===== src/rtl/apb_fabric_pkg.sv =====
// Shared definitions for the APB fabric: FSM states, default error/timeout constants, index width helper.
package apb_fabric_pkg;

    localparam int unsigned TO_CNT_W = 16;
    localparam int unsigned ERR_CNT_W = 8;

    localparam logic [31:0]         ERR_DATA_DEF    = 32'hDEAD_BEEF;
    localparam logic [TO_CNT_W-1:0] TIMEOUT_CYC_DEF = 16'd1024;

    typedef enum logic [1:0] {
        IDLE   = 2'd0,
        SETUP  = 2'd1,
        ACCESS = 2'd2,
        RESP   = 2'd3
    } apb_state_e;

    // Width of the slave index register; never less than one bit.
    function automatic int unsigned idx_width(input int unsigned n);
        return (n <= 1) ? 1 : $clog2(n);
    endfunction

endpackage


===== src/rtl/apb_timeout_cnt.sv =====
// ACCESS-phase watchdog: cleared before ACCESS, counts ACCESS cycles, flags when the limit is reached.
module apb_timeout_cnt
    import apb_fabric_pkg::*;
(
    input  logic                clk,
    input  logic                rst,
    input  logic                clr,
    input  logic                en,
    input  logic [TO_CNT_W-1:0] limit,
    output logic                expire_c
);

    logic [TO_CNT_W-1:0] cnt;

    // Cycle counter; holds at its value outside ACCESS until the next clear.
    always_ff @(posedge clk or posedge rst) begin
        if (rst) begin
            cnt <= '0;
        end else if (clr) begin
            cnt <= '0;
        end else if (en) begin
            cnt <= cnt + TO_CNT_W'(1);
        end
    end

    assign expire_c = en && (cnt == limit);

endmodule


===== src/rtl/apb_slave_mux_32bit.sv =====
// APB 1-to-NUM_SLV address-decoding mux with error response for unmapped accesses.
// Optional ACCESS-phase timeout enabled by defining APB_TIMEOUT_EN.
module apb_slave_mux_32bit
    import apb_fabric_pkg::*;
#(
    parameter int unsigned          NUM_SLV     = 4,
    parameter int unsigned          AW          = 24,
    parameter int unsigned          DW          = 32,
    parameter int unsigned          SEL_LSB     = 20,
    parameter logic [TO_CNT_W-1:0]  TIMEOUT_CYC = TIMEOUT_CYC_DEF,
    parameter logic [DW-1:0]        ERR_DATA    = DW'(ERR_DATA_DEF)
) (
    input  logic                     clk,
    input  logic                     rst,
    input  logic                     s_ce,
    input  logic [AW-1:0]            s_addr,
    input  logic [DW-1:0]            s_wdata,
    input  logic                     s_enable,
    input  logic                     s_we,
    output logic                     s_rdy,
    output logic [DW-1:0]            s_rdata,
    output logic [NUM_SLV-1:0]       m_ce,
    output logic [AW-1:0]            m_addr,
    output logic [DW-1:0]            m_wdata,
    output logic                     m_enable,
    output logic                     m_we,
    input  logic [NUM_SLV-1:0]       m_rdy,
    input  logic [NUM_SLV*DW-1:0]    m_rdata,
    output logic                     err_pulse,
    output logic [ERR_CNT_W-1:0]     err_cnt
);

    localparam int unsigned IW = idx_width(NUM_SLV);

    apb_state_e state_q, state_d;
    logic [IW-1:0] idx_q, idx_d;

    logic [IW-1:0]      req_idx_c;
    logic               req_mapped_c;
    logic [NUM_SLV-1:0] req_oh_c;
    logic [NUM_SLV-1:0] sel_oh_c;
    logic               sel_rdy_c;
    logic [DW-1:0]      sel_rdata_c;
    logic               timeout_c;

    logic [NUM_SLV-1:0] m_ce_d;
    logic [AW-1:0]      m_addr_d;
    logic [DW-1:0]      m_wdata_d;
    logic               m_enable_d;
    logic               m_we_d;
    logic               s_rdy_d;
    logic [DW-1:0]      s_rdata_d;
    logic               err_pulse_d;

    // Address decode and selected-slave return mux. The whole field above SEL_LSB
    // is compared so that addresses beyond the last slave are rejected, not aliased.
    always_comb begin
        req_idx_c    = IW'(s_addr >> SEL_LSB);
        req_mapped_c = (s_addr >> SEL_LSB) < AW'(NUM_SLV);
        req_oh_c     = '0;
        sel_oh_c     = '0;
        sel_rdy_c    = 1'b0;
        sel_rdata_c  = '0;
        for (int unsigned i = 0; i < NUM_SLV; i++) begin
            req_oh_c[i] = (IW'(i) == req_idx_c);
            if (IW'(i) == idx_q) begin
                sel_oh_c[i] = 1'b1;
                sel_rdy_c   = m_rdy[i];
                sel_rdata_c = m_rdata[i*DW +: DW];
            end
        end
    end

`ifdef APB_TIMEOUT_EN
    logic to_clr_c;
    logic to_en_c;
    assign to_clr_c = (state_q == SETUP);
    assign to_en_c  = (state_q == ACCESS);

    apb_timeout_cnt u_timeout (
        .clk      (clk),
        .rst      (rst),
        .clr      (to_clr_c),
        .en       (to_en_c),
        .limit    (TIMEOUT_CYC - TO_CNT_W'(1)),
        .expire_c (timeout_c)
    );
`else
    logic unused_timeout_c;
    assign unused_timeout_c = ^TIMEOUT_CYC;
    assign timeout_c        = 1'b0;
`endif

    // Next state and next registered outputs; outputs are the values for the state being entered.
    always_comb begin
        state_d     = state_q;
        idx_d       = idx_q;
        m_ce_d      = '0;
        m_enable_d  = 1'b0;
        m_addr_d    = m_addr;
        m_wdata_d   = m_wdata;
        m_we_d      = m_we;
        s_rdy_d     = 1'b0;
        s_rdata_d   = '0;
        err_pulse_d = 1'b0;
        case (state_q)
            IDLE: begin
                if (s_ce && s_enable) begin
                    if (req_mapped_c) begin
                        state_d   = SETUP;
                        idx_d     = req_idx_c;
                        m_ce_d    = req_oh_c;
                        m_addr_d  = s_addr;
                        m_wdata_d = s_wdata;
                        m_we_d    = s_we;
                    end else begin
                        state_d     = RESP;
                        s_rdy_d     = 1'b1;
                        s_rdata_d   = ERR_DATA;
                        err_pulse_d = 1'b1;
                    end
                end
            end
            SETUP: begin
                state_d    = ACCESS;
                m_ce_d     = sel_oh_c;
                m_enable_d = 1'b1;
            end
            ACCESS: begin
                if (sel_rdy_c) begin
                    state_d   = RESP;
                    s_rdy_d   = 1'b1;
                    s_rdata_d = m_we ? '0 : sel_rdata_c;
                end else if (timeout_c) begin
                    state_d     = RESP;
                    s_rdy_d     = 1'b1;
                    s_rdata_d   = ERR_DATA;
                    err_pulse_d = 1'b1;
                end else begin
                    m_ce_d     = sel_oh_c;
                    m_enable_d = 1'b1;
                end
            end
            RESP: begin
                state_d = IDLE;
            end
            default: begin
                state_d = IDLE;
            end
        endcase
    end

    // State and latched slave index.
    always_ff @(posedge clk or posedge rst) begin
        if (rst) begin
            state_q <= IDLE;
            idx_q   <= '0;
        end else begin
            state_q <= state_d;
            idx_q   <= idx_d;
        end
    end

    // Registered outputs and saturating error counter.
    always_ff @(posedge clk or posedge rst) begin
        if (rst) begin
            m_ce      <= '0;
            m_addr    <= '0;
            m_wdata   <= '0;
            m_enable  <= 1'b0;
            m_we      <= 1'b0;
            s_rdy     <= 1'b0;
            s_rdata   <= '0;
            err_pulse <= 1'b0;
            err_cnt   <= '0;
        end else begin
            m_ce      <= m_ce_d;
            m_addr    <= m_addr_d;
            m_wdata   <= m_wdata_d;
            m_enable  <= m_enable_d;
            m_we      <= m_we_d;
            s_rdy     <= s_rdy_d;
            s_rdata   <= s_rdata_d;
            err_pulse <= err_pulse_d;
            if (err_pulse_d && (err_cnt != '1)) begin
                err_cnt <= err_cnt + ERR_CNT_W'(1);
            end
        end
    end

endmodule


===== config.mk =====
export PLATFORM = sky130hd
export DESIGN_NAME = apb_slave_mux_32bit
export DESIGN_NICKNAME = d
export VERILOG_FILES = /design/src/rtl/apb_fabric_pkg.sv /design/src/rtl/apb_timeout_cnt.sv /design/src/rtl/apb_slave_mux_32bit.sv
export SDC_FILE = /design/constraint.sdc
export NUM_CORES = 1
export LEC_CHECK = 0
export ABC_AREA = 1
export BUFFER_PORTS_ARGS = -buffer_cell sky130_fd_sc_hd__buf_2
export CORE_ASPECT_RATIO = 1.1
export CORE_MARGIN = 8
export CORE_UTILIZATION = 26
export CTS_CLUSTER_DIAMETER = 80
export DETAILED_ROUTE_END_ITERATION = 8
export PLACE_DENSITY_LB_ADDON = 0.3
export SLEW_MARGIN = 20
export SYNTH_ARGS = -nofsm -noshare
export SYNTH_HDL_FRONTEND = slang
export SYNTH_SLANG_ARGS = --single-unit

===== constraint.sdc =====
create_clock -name clk -period 2.85 [get_ports clk]
set_input_delay 0.285 -clock clk [delete_from_list [all_inputs] [get_ports clk]]
set_output_delay 0.285 -clock clk [all_outputs]
set_load 0.02 [all_outputs]

* Yosys cells after proc, flatten, opt, wreduce, memory -nomap -nowiden
Cells that the tools add are included.
** Word-level totals
- Output and inout bits :: 104
- Bits in registers :: 108
- Input port bits :: 193
- Word-level logic and storage cells :: 64
** Cells by class
- Reductions and logical operators :: 7
- Multiplexer cells :: 32
- Add/subtract/negate cells :: 1
- Eq/ne operators :: 12
- $lt $le $gt $ge :: 1
** Operators by type and width (number)
- 32-bit two-way mux :: 8
- 32-bit one-hot mux with 2 select lines :: 1
- 1-bit two-way mux :: 13
- 4-bit two-way mux :: 3
- 4-bit one-hot mux with 3 select lines :: 1
- 8-bit by 1-bit adder with 8-bit output, second input constant :: 1
- 2-bit equality test, first input constant :: 4
- 8-bit != test, second input constant :: 1
- 2-bit one-hot mux with 4 select lines :: 1
- 2-bit logical NOT :: 3
- 2-bit two-way mux :: 3
- 1-bit by 2-bit equality test with 1-bit output, first input constant :: 2
- 2-bit equality test, second input constant :: 2
- 4-bit by 3-bit < comparator with 1-bit output, second input constant :: 1
- 2-bit != test, second input constant :: 2
- 1-bit one-hot mux with 2 select lines :: 2
- 3-bit AND reduction :: 1
- 2-bit by 1-bit equality test with 1-bit output, second input constant :: 1
- 1-bit logical AND :: 2
- 2-bit AND reduction :: 1

* Longest topological paths before layout
Gate-level depths: netlist (run 1).
- Depth in word-level cells :: 8
- Depth in mapped cells :: 9
- Gate-level depth less buffers :: 8

* Least setup slack after synthesis (run 1)
OpenSTA, ideal clock, no wires.
- Kind :: flip-flop to flip-flop
- Start point :: register, netlist name m_addr[21]
- End point :: register s_rdata[10]
- Arrival :: 1.414 ns
- Setup time :: 0.135 ns
- Path buffers :: 2
- Cell stages (with the launch flop) :: 9
- Data required time :: 2.715 ns
- Clock period less this slack :: 1.549 ns
- Slack :: 1.301 ns
- Path through :: dfrtp_1 > buf_4 > nor2_2 > nand2_1 > nand3_1 > nand2_1 > nand2_2 > buf_4 > o21ai_1
** RTL lines
- end signal: assignment :: line apb_slave_mux_32bit.sv:183 : s_rdata <= s_rdata_d;
- end: declaration :: line apb_slave_mux_32bit.sv:21 : output logic [DW-1:0] s_rdata,

==> flow_summary.toml, run 1 <==
[cts]
htree_num_levels = 3
numCtsBuffers = 9
cts_tree = "done"
cts_sinks = 106
hold_buffers = 0
cts_setup_buffers = 0
root_buffer = "clkbuf_16"
ctsResizeCount = 0
clk_path_buf_depth = 2
clock_latency_ps = 350
clk_pin_slew_ps = 80

[timing]
setup_viol = 0
period_minus_slack_ps = 1870
grt_setup_unrepaired = "no"
skew_ps = 9.91
min_period_over_period = 0.656
tns_ps = 0
setup_slack_ps = 981
hold_violations = 0
whs_ps = 37.2
slew_viol_final = 0
tightest_slew_ps = 789
slew_headroom = 0.473
timing.fmax_mhz = 535

[yosys]
yosys.area.top_type = "dfrtp_1"
netlist.area_leader.share = 0.508
synth_edf_count = 0
yosys_warnings = 0
seq_area_frac_synth = 0.508
yosys-top-cells-area = "dfrtp_1 51%, nand2_1 22%, nor2_1 5.6%"
netlist_area_um2 = 5220
syn_nets = 910
avgSynthCellArea_um2 = 7.33
ys_top_cells_by_count = "308 x nand2_1, 106 x dfrtp_1, 78 x nor2_1"
synth.ff_latch_count = 106
synth_most_common_cell = "nand2_1"
synthArstFlopShare = 1.00
synth_cell_types = 26
synthFlopType = "dfrtp_1"
synth_cells = 712

[finish]
antenna_cells = 0
finalInstanceArea_um2 = 7250
area_growth_pct = 38.9
nets = 1193
layout-drive-gt1-share = 0.336

[drt]
vias = 5334
viasPerCell = 4.26
drt_iter0_drc = 167
first_pass_iters = 5
drcViolationCount = 0
drtAntennaViolNets = 0
wire_per_inst_um = 14.8
wirelength_um = 18500

[setup_path]
criticalPathCategory = "reg2reg"
cp-endpoint = "s_rdata[6]"
endpoint_kind = "flip-flop"
cp.arrival_ps = 2070
path_max_fanout = 26
timing.rr.start = "m_addr[21]"
startpoint = "m_addr[21]"
r2r_slack_ps = 980
setup.worst_path.start_class = "flip-flop"
worstPathRequired_ps = 3050
rr_endpoint = "s_rdata[6]"
reg2reg_depth = 9

[placement]
dp_hpwl_um = 14300
placed_area_um2 = 6960
io_buffer_count = 296
pre_cts_ws_ps = 938
gp_congestion = 0.762

[global_route]
grt_pass1_wl_um = 29000
grt_overflow = 0
grt_use_total = 0.148
grt_pass1_vias = 5609
grt_max_degree = 57
grt_antenna_before_repair = 1

[power_and_ir_drop]
ir_drop_uv = 445
p_per_area_nw_per_um2 = 1000
p_leak_nw = 4.30

[die]
coreArea_um2 = 19800
die_x_um = 151
die_area_um2 = 24900
row_count = 54
dieHeight_um = 165
num_io_pins = 297
initial_core_util = 0.264

[run_status]
status = "complete, no violations"

[job]
cap_violations = 0

[min_path]
hold_class = "in2async"
-- routing by layer --
layer  global-route usage  wire (um)  vias up
met5                    0         13        -
met4               0.0468        224        2
met3               0.0540       2120       12
met2                0.245       8410      229
met1                0.175       7780     2349
li1                     -          -     2742
-- worst min-delay path by stage --
stage / start / endpoint / slack (ps) / cells past startpoint
2_1_floorplan: s_addr[0] / m_addr[0] / 390 / 2
5_1_grt: rst / m_wdata[9] / 70 / 2
3_5_place_dp: rst / m_wdata[9] / 430 / 2
4_1_cts: rst / m_wdata[9] / 40 / 2
6_report: rst / m_wdata[9] / 40 / 2
3_3_place_gp: rst / m_wdata[9] / 430 / 2
-- layout make-up --
cell class,instances,area (um2)
multi-input combinational,514,2190
sequential,106,2650
fill,2112,12500
clock inverter,7,61.3
clock buffer,9,225
inverter,58,221
timing repair buffer,306,1580
tap,252,315
-- worst max-delay path, stage by stage, from the launching register on --
cell	delay [ps]
dfrtp_1	330
buf_4	280
inv_1	110
nor2_1	400
buf_4	260
nand2_1	60
nand3_1	70
nand2_1	60
nand2_1	70
o21ai_1	60
-- where the power goes --
group / internal (mW) / switching (mW)
sequential: 2.07 / 0.275
clock: 0.610 / 0.615
combinational: 1.20 / 2.48
total: 3.87 / 3.37
-- flip-flops by register name, indices dropped and copies added, names as in the netlist --
signal,count
s_rdata,32
m_we,1
m_ce,4
s_rdy,1
state_q,2
err_pulse,1
m_wdata,32
m_addr,23
idx_q,1
err_cnt,8
m_enable,1
-- layout by cell type (no fill, tap or decap), types with 3 or more instances in the layout --
| cell | n |
|---|---|
| clkbuf_16 | 9 |
| inv_1 | 55 |
| or2_2 | 6 |
| ha_1 | 5 |
| nand2_1 | 307 |
| nor2_1 | 78 |
| inv_6 | 3 |
| dfrtp_1 | 106 |
| o21ai_0 | 29 |
| nand3_1 | 34 |
| buf_4 | 8 |
| buf_2 | 296 |
| nor3_1 | 5 |
| a21oi_1 | 5 |
| o211ai_1 | 5 |
| o21ai_1 | 26 |
| xor2_1 | 5 |
-- through the flow --
step,instances,total power [mW],util
after floorplan,712,4.82,-
final,1252,7.25,0.366
after CTS,1252,7.40,0.366
after global routing,1252,7.91,0.366
after detailed placement,1236,6.13,0.352
after global placement,1236,6.10,0.352
-- cells by family after synthesis --
family | after synthesis | synth area share
simple gates | 436 | 0.330
flops | 106 | 0.508
buf+inv | 92 | 0.0724
compound gates | 68 | 0.0688
xor+xnor | 5 | 0.00839
fa+ha+maj | 5 | 0.0120
No activity file was read; power rests on OpenSTA's default activity.
==> inputs of run 2 (changes only) <==
- clock period: 2.85 -> 1.94 ns (I/O delays scaled with it)
==> flow_summary.toml, run 2 (synthesis gave the netlist of run 1 again) <==
[cts]
clock_latency_ps = 350
htree_num_levels = 3
root_buffer = "clkbuf_16"
clk_pin_slew_ps = 80
cts_sinks = 106
ctsResizeCount = 0
clk_path_buf_depth = 2
numCtsBuffers = 9
cts_setup_buffers = 0
cts_tree = "done"

[setup_path]
rr_endpoint = "err_cnt[2]"
cp.arrival_ps = 2020
max_stage_delay_ps = 420
cp_slowest_cell = "dfrtp_1"
timing.rr.start = "state_q[1]"
crit_chain = "inv_1 -> ha_1 -> nand2_1 -> nor2_1 -> nand2_1 -> inv_1 -> nand3_1 -> nand2_1"
endpoint_kind = "flip-flop"
criticalPathCategory = "reg2reg"
reg2reg_depth = 8
r2r_slack_ps = 210
setup.worst_path.start_class = "flip-flop"
worstPathRequired_ps = 2230
path_common_cell = "nand2_1"
path_max_fanout = 8

[power_and_ir_drop]
ir_drop_uv = 651
swShare = 0.456
power_mw = 10.9
power_frac_comb = 0.501
p_switching_mw = 4.96
p_per_area_nw_per_um2 = 1480
clockPowerShare = 0.177
p_leak_nw = 4.36
power_frac_seq = 0.322
internal-power_mw = 5.93

[finish]
nets = 1200
antenna_cells = 0
reg_top3 = "m_wdata (32), s_rdata (32), m_addr (23)"
fillerInstances = 2115
final_cell_mix = "307 x nand2_1, 296 x buf_2, 106 x dfrtp_1"
final_common_cell = "nand2_1"
area_growth_pct = 41.3
layout-drive-gt1-share = 0.340
finalInstanceArea_um2 = 7380

[drt]
drtAntennaViolNets = 0
viasPerCell = 4.27
wirelength_um = 18500
vias = 5372
drt_iter0_drc = 174
wire_per_inst_um = 14.7
first_pass_iters = 4
drcViolationCount = 0

[min_path]
holdPathStages = 3
holdCritStartpoint = "s_wdata[2]"
holdPathEnd = "m_wdata[2]"
hold_class = "in2reg"

[run_status]
status = "complete, no violations"

[global_route]
grt_pass1_wl_um = 28800
grt_pass1_vias = 5563
grt_overflow = 0
grt_max_degree = 57
grt_use_total = 0.146
grt_antenna_before_repair = 1

[timing]
slew_headroom = 0.758
hold_violations = 0
timing.fmax_mhz = 580
period_minus_slack_ps = 1730
slew_viol_final = 0
min_period_over_period = 0.889
tns_ps = 0
whs_ps = 23.6
setup_viol = 0
tightest_slew_ps = 362
skew_ps = 11.1
grt_setup_unrepaired = "no"

[die]
initial_core_util = 0.264
dieHeight_um = 165
die_area_um2 = 24900
num_io_pins = 297
row_count = 54
coreArea_um2 = 19800
die_x_um = 151

[placement]
dp_hpwl_um = 14400
gp_congestion = 0.790
io_buffer_count = 296
placed_area_um2 = 7060

[job]
cap_violations = 0
## run 2: worst max-delay path: cells and delay by family, from the launching register on
kind	cells	cell delay [ps]
buffers and inverters	2	330
adders and majority gates	1	220
and+or+nand+nor	5	700
DFF	1	420
## run 2: power by group through the flow
stage	registers, mW	clock network, mW	logic (mW)
after floorplan	4.51	0	2.57
after global placement	3.54	0	5.53
after detailed placement	3.54	0	5.57
after CTS	3.52	2.01	5.58
after global routing	3.61	2.09	6.13
final	3.51	1.93	5.46
## run 2: per-layer routing
layer | global-route usage | vias to the layer above | wire length, um
met2 | 0.239 | 223 | 8320
met3 | 0.0554 | 9 | 1980
li1 | - | 2761 | -
met5 | 0 | - | 13
met1 | 0.179 | 2377 | 8000
met4 | 0.0338 | 2 | 142
## run 2: repair_timing
item | CTS | global route
hold buffers | 1 | 0
endpoints found under the setup margin | 0 | 0
endpoints found under the hold margin | 7 | 0
## run 2: through the flow
step | utilization | cells | setup WS, ps
after floorplan | - | 712 | 391
final | 0.373 | 1259 | 215
after global placement | 0.357 | 1242 | 242
after global routing | 0.373 | 1259 | 36.6
after CTS | 0.373 | 1259 | 205
after detailed placement | 0.357 | 1242 | 212
## run 2: worst max path at each step
stage	start	endpoint	slack [ps]	cells after the start
global placement	state_q[0]	err_cnt[2]	240	8
global route	state_q[0]	err_cnt[7]	40	8
CTS	state_q[0]	err_cnt[2]	200	8
detailed placement	state_q[1]	err_cnt[2]	210	8
floorplan	m_addr[21]	s_rdata[10]	390	8
finish	state_q[1]	err_cnt[2]	210	8
## run 2: area by class of cell
class / instances / area, um2 / area share
clock inverters: 7 / 85.1 / 0.0115
clock buffers: 9 / 225 / 0.0305
repair buffers: 313 / 1690 / 0.229
inverters: 58 / 221 / 0.0300
flip-flops and latches: 106 / 2650 / 0.359
multi-input cells: 514 / 2190 / 0.297
well taps: 252 / 315 / 0.0427
==> inputs of run 3 (changes only) <==
- CORE_ASPECT_RATIO: 1.1 -> not set
==> flow_summary.toml, run 3 (synthesis gave the netlist of run 1 again) <==
[global_route]
grt_overflow = 0
grt_antenna_before_repair = 0
grt_pass1_vias = 5720
grt_max_degree = 57
grt_pass1_wl_um = 29800
grt_use_total = 0.153

[cts]
clk_path_buf_depth = 2
htree_num_levels = 3
cts_setup_buffers = 0
hold_buffers = 1
cts_tree = "done"
root_buffer = "clkbuf_16"
clock_latency_ps = 350
numCtsBuffers = 9
ctsResizeCount = 0
cts_sinks = 106
clk_pin_slew_ps = 80

[placement]
dp_hpwl_um = 15000
gp_congestion = 0.787
placed_area_um2 = 7060
pre_cts_ws_ps = 212
io_buffer_count = 296

[power_and_ir_drop]
p_switching_mw = 5.02
p_leak_nw = 4.35
power_frac_comb = 0.507
power_mw = 11.0
clockPowerShare = 0.175
p_per_area_nw_per_um2 = 1480
ir_drop_uv = 475
power_frac_seq = 0.319
internal-power_mw = 5.93
swShare = 0.458

[timing]
setup_viol = 0
hold_violations = 0
tns_ps = 0
slew_viol_final = 0
grt_setup_unrepaired = "no"
skew_ps = 6.49
tightest_slew_ps = 506
setup_slack_ps = 233
timing.fmax_mhz = 586
min_period_over_period = 0.880
slew_headroom = 0.662
period_minus_slack_ps = 1710

[finish]
area_growth_pct = 41.5
finalInstanceArea_um2 = 7390
reg_top3 = "m_wdata (32), s_rdata (32), m_addr (23)"
antenna_cells = 0
nets = 1201
final_cell_mix = "307 x nand2_1, 296 x buf_2, 106 x dfrtp_1"
final_common_cell = "nand2_1"
layout-drive-gt1-share = 0.340

[setup_path]
worstPathRequired_ps = 2220
path_max_fanout = 8
endpoint_kind = "flip-flop"
criticalPathCategory = "reg2reg"
r2r_slack_ps = 230
setup.worst_path.start_class = "flip-flop"
cp.arrival_ps = 1990

[die]
num_io_pins = 297
initial_core_util = 0.261
die_area_um2 = 24900
dieHeight_um = 158
coreArea_um2 = 20000
die_x_um = 158
row_count = 52

[drt]
vias = 5422
drt_iter0_drc = 281
wire_per_inst_um = 14.9
wirelength_um = 19000
drtAntennaViolNets = 0
viasPerCell = 4.24
drcViolationCount = 0
first_pass_iters = 7

[job]
cap_violations = 0

[min_path]
hold_class = "in2reg"

[run_status]
status = "complete, no violations"
run 3: cell count changes in the layout (fill, tap and decap cells not counted), sizes merged:
cell    change
buf         +1
inv         -1
clkinv      +1
run 3: power by group through the flow:
stage / registers (mW) / logic (mW) / clock network (mW)
after floorplan: 4.51 / 2.57 / 0
after global placement: 3.51 / 5.64 / 0
after detailed placement: 3.53 / 5.66 / 0
after CTS: 3.50 / 5.67 / 1.99
after global routing: 3.61 / 6.23 / 2.08
final: 3.49 / 5.55 / 1.91
run 3: worst max-delay path, cell delays in order, from the launching register on:
cell and delay, ps:
dfrtp_1 410, inv_1 100, ha_1 240, nand2_1 90
nor2_1 170, nand2_1 220, inv_1 250, nand3_1 100
nand2_1 70
run 3: path summary, 6_finish.rpt:
check / from / to / cells past startpoint
setup reg to reg: state_q[0] / err_cnt[2] / 8
hold / removal: s_addr[7] / m_addr[7] / 3
max in group asynchronous: rst / s_rdata[26] / 4
setup / recovery: state_q[0] / err_cnt[2] / 8
min in group asynchronous: rst / m_wdata[5] / 3
hold reg to reg: m_addr[3] / m_addr[3] / 2
run 3: stage by stage:
| step | utilization | hold WS [ps] | cells |
|---|---|---|---|
| 5_1_grt | 0.370 | 24.4 | 1278 |
| 3_5_place_dp | 0.354 | 208 | 1261 |
| 4_1_cts | 0.370 | 14.8 | 1278 |
| 6_report | 0.370 | 38.2 | 1278 |
| 3_3_place_gp | 0.354 | 210 | 1261 |
| 2_1_floorplan | - | 304 | 712 |
run 3: layout make-up:
type                       instances  area (um2)
multi-input combinational        514        2190
sequential                       106        2650
inverter                          58         221
timing repair buffer             314        1670
clock buffer                       9         225
fill                            2187       12600
clock inverter                     7        86.3
tap                              270         338
run 3: metal layers:
layer  track usage  part of all wire
met1         0.182              0.41
met2         0.251              0.46
met3        0.0573              0.11
met4        0.0467             0.022
met5             0                 0
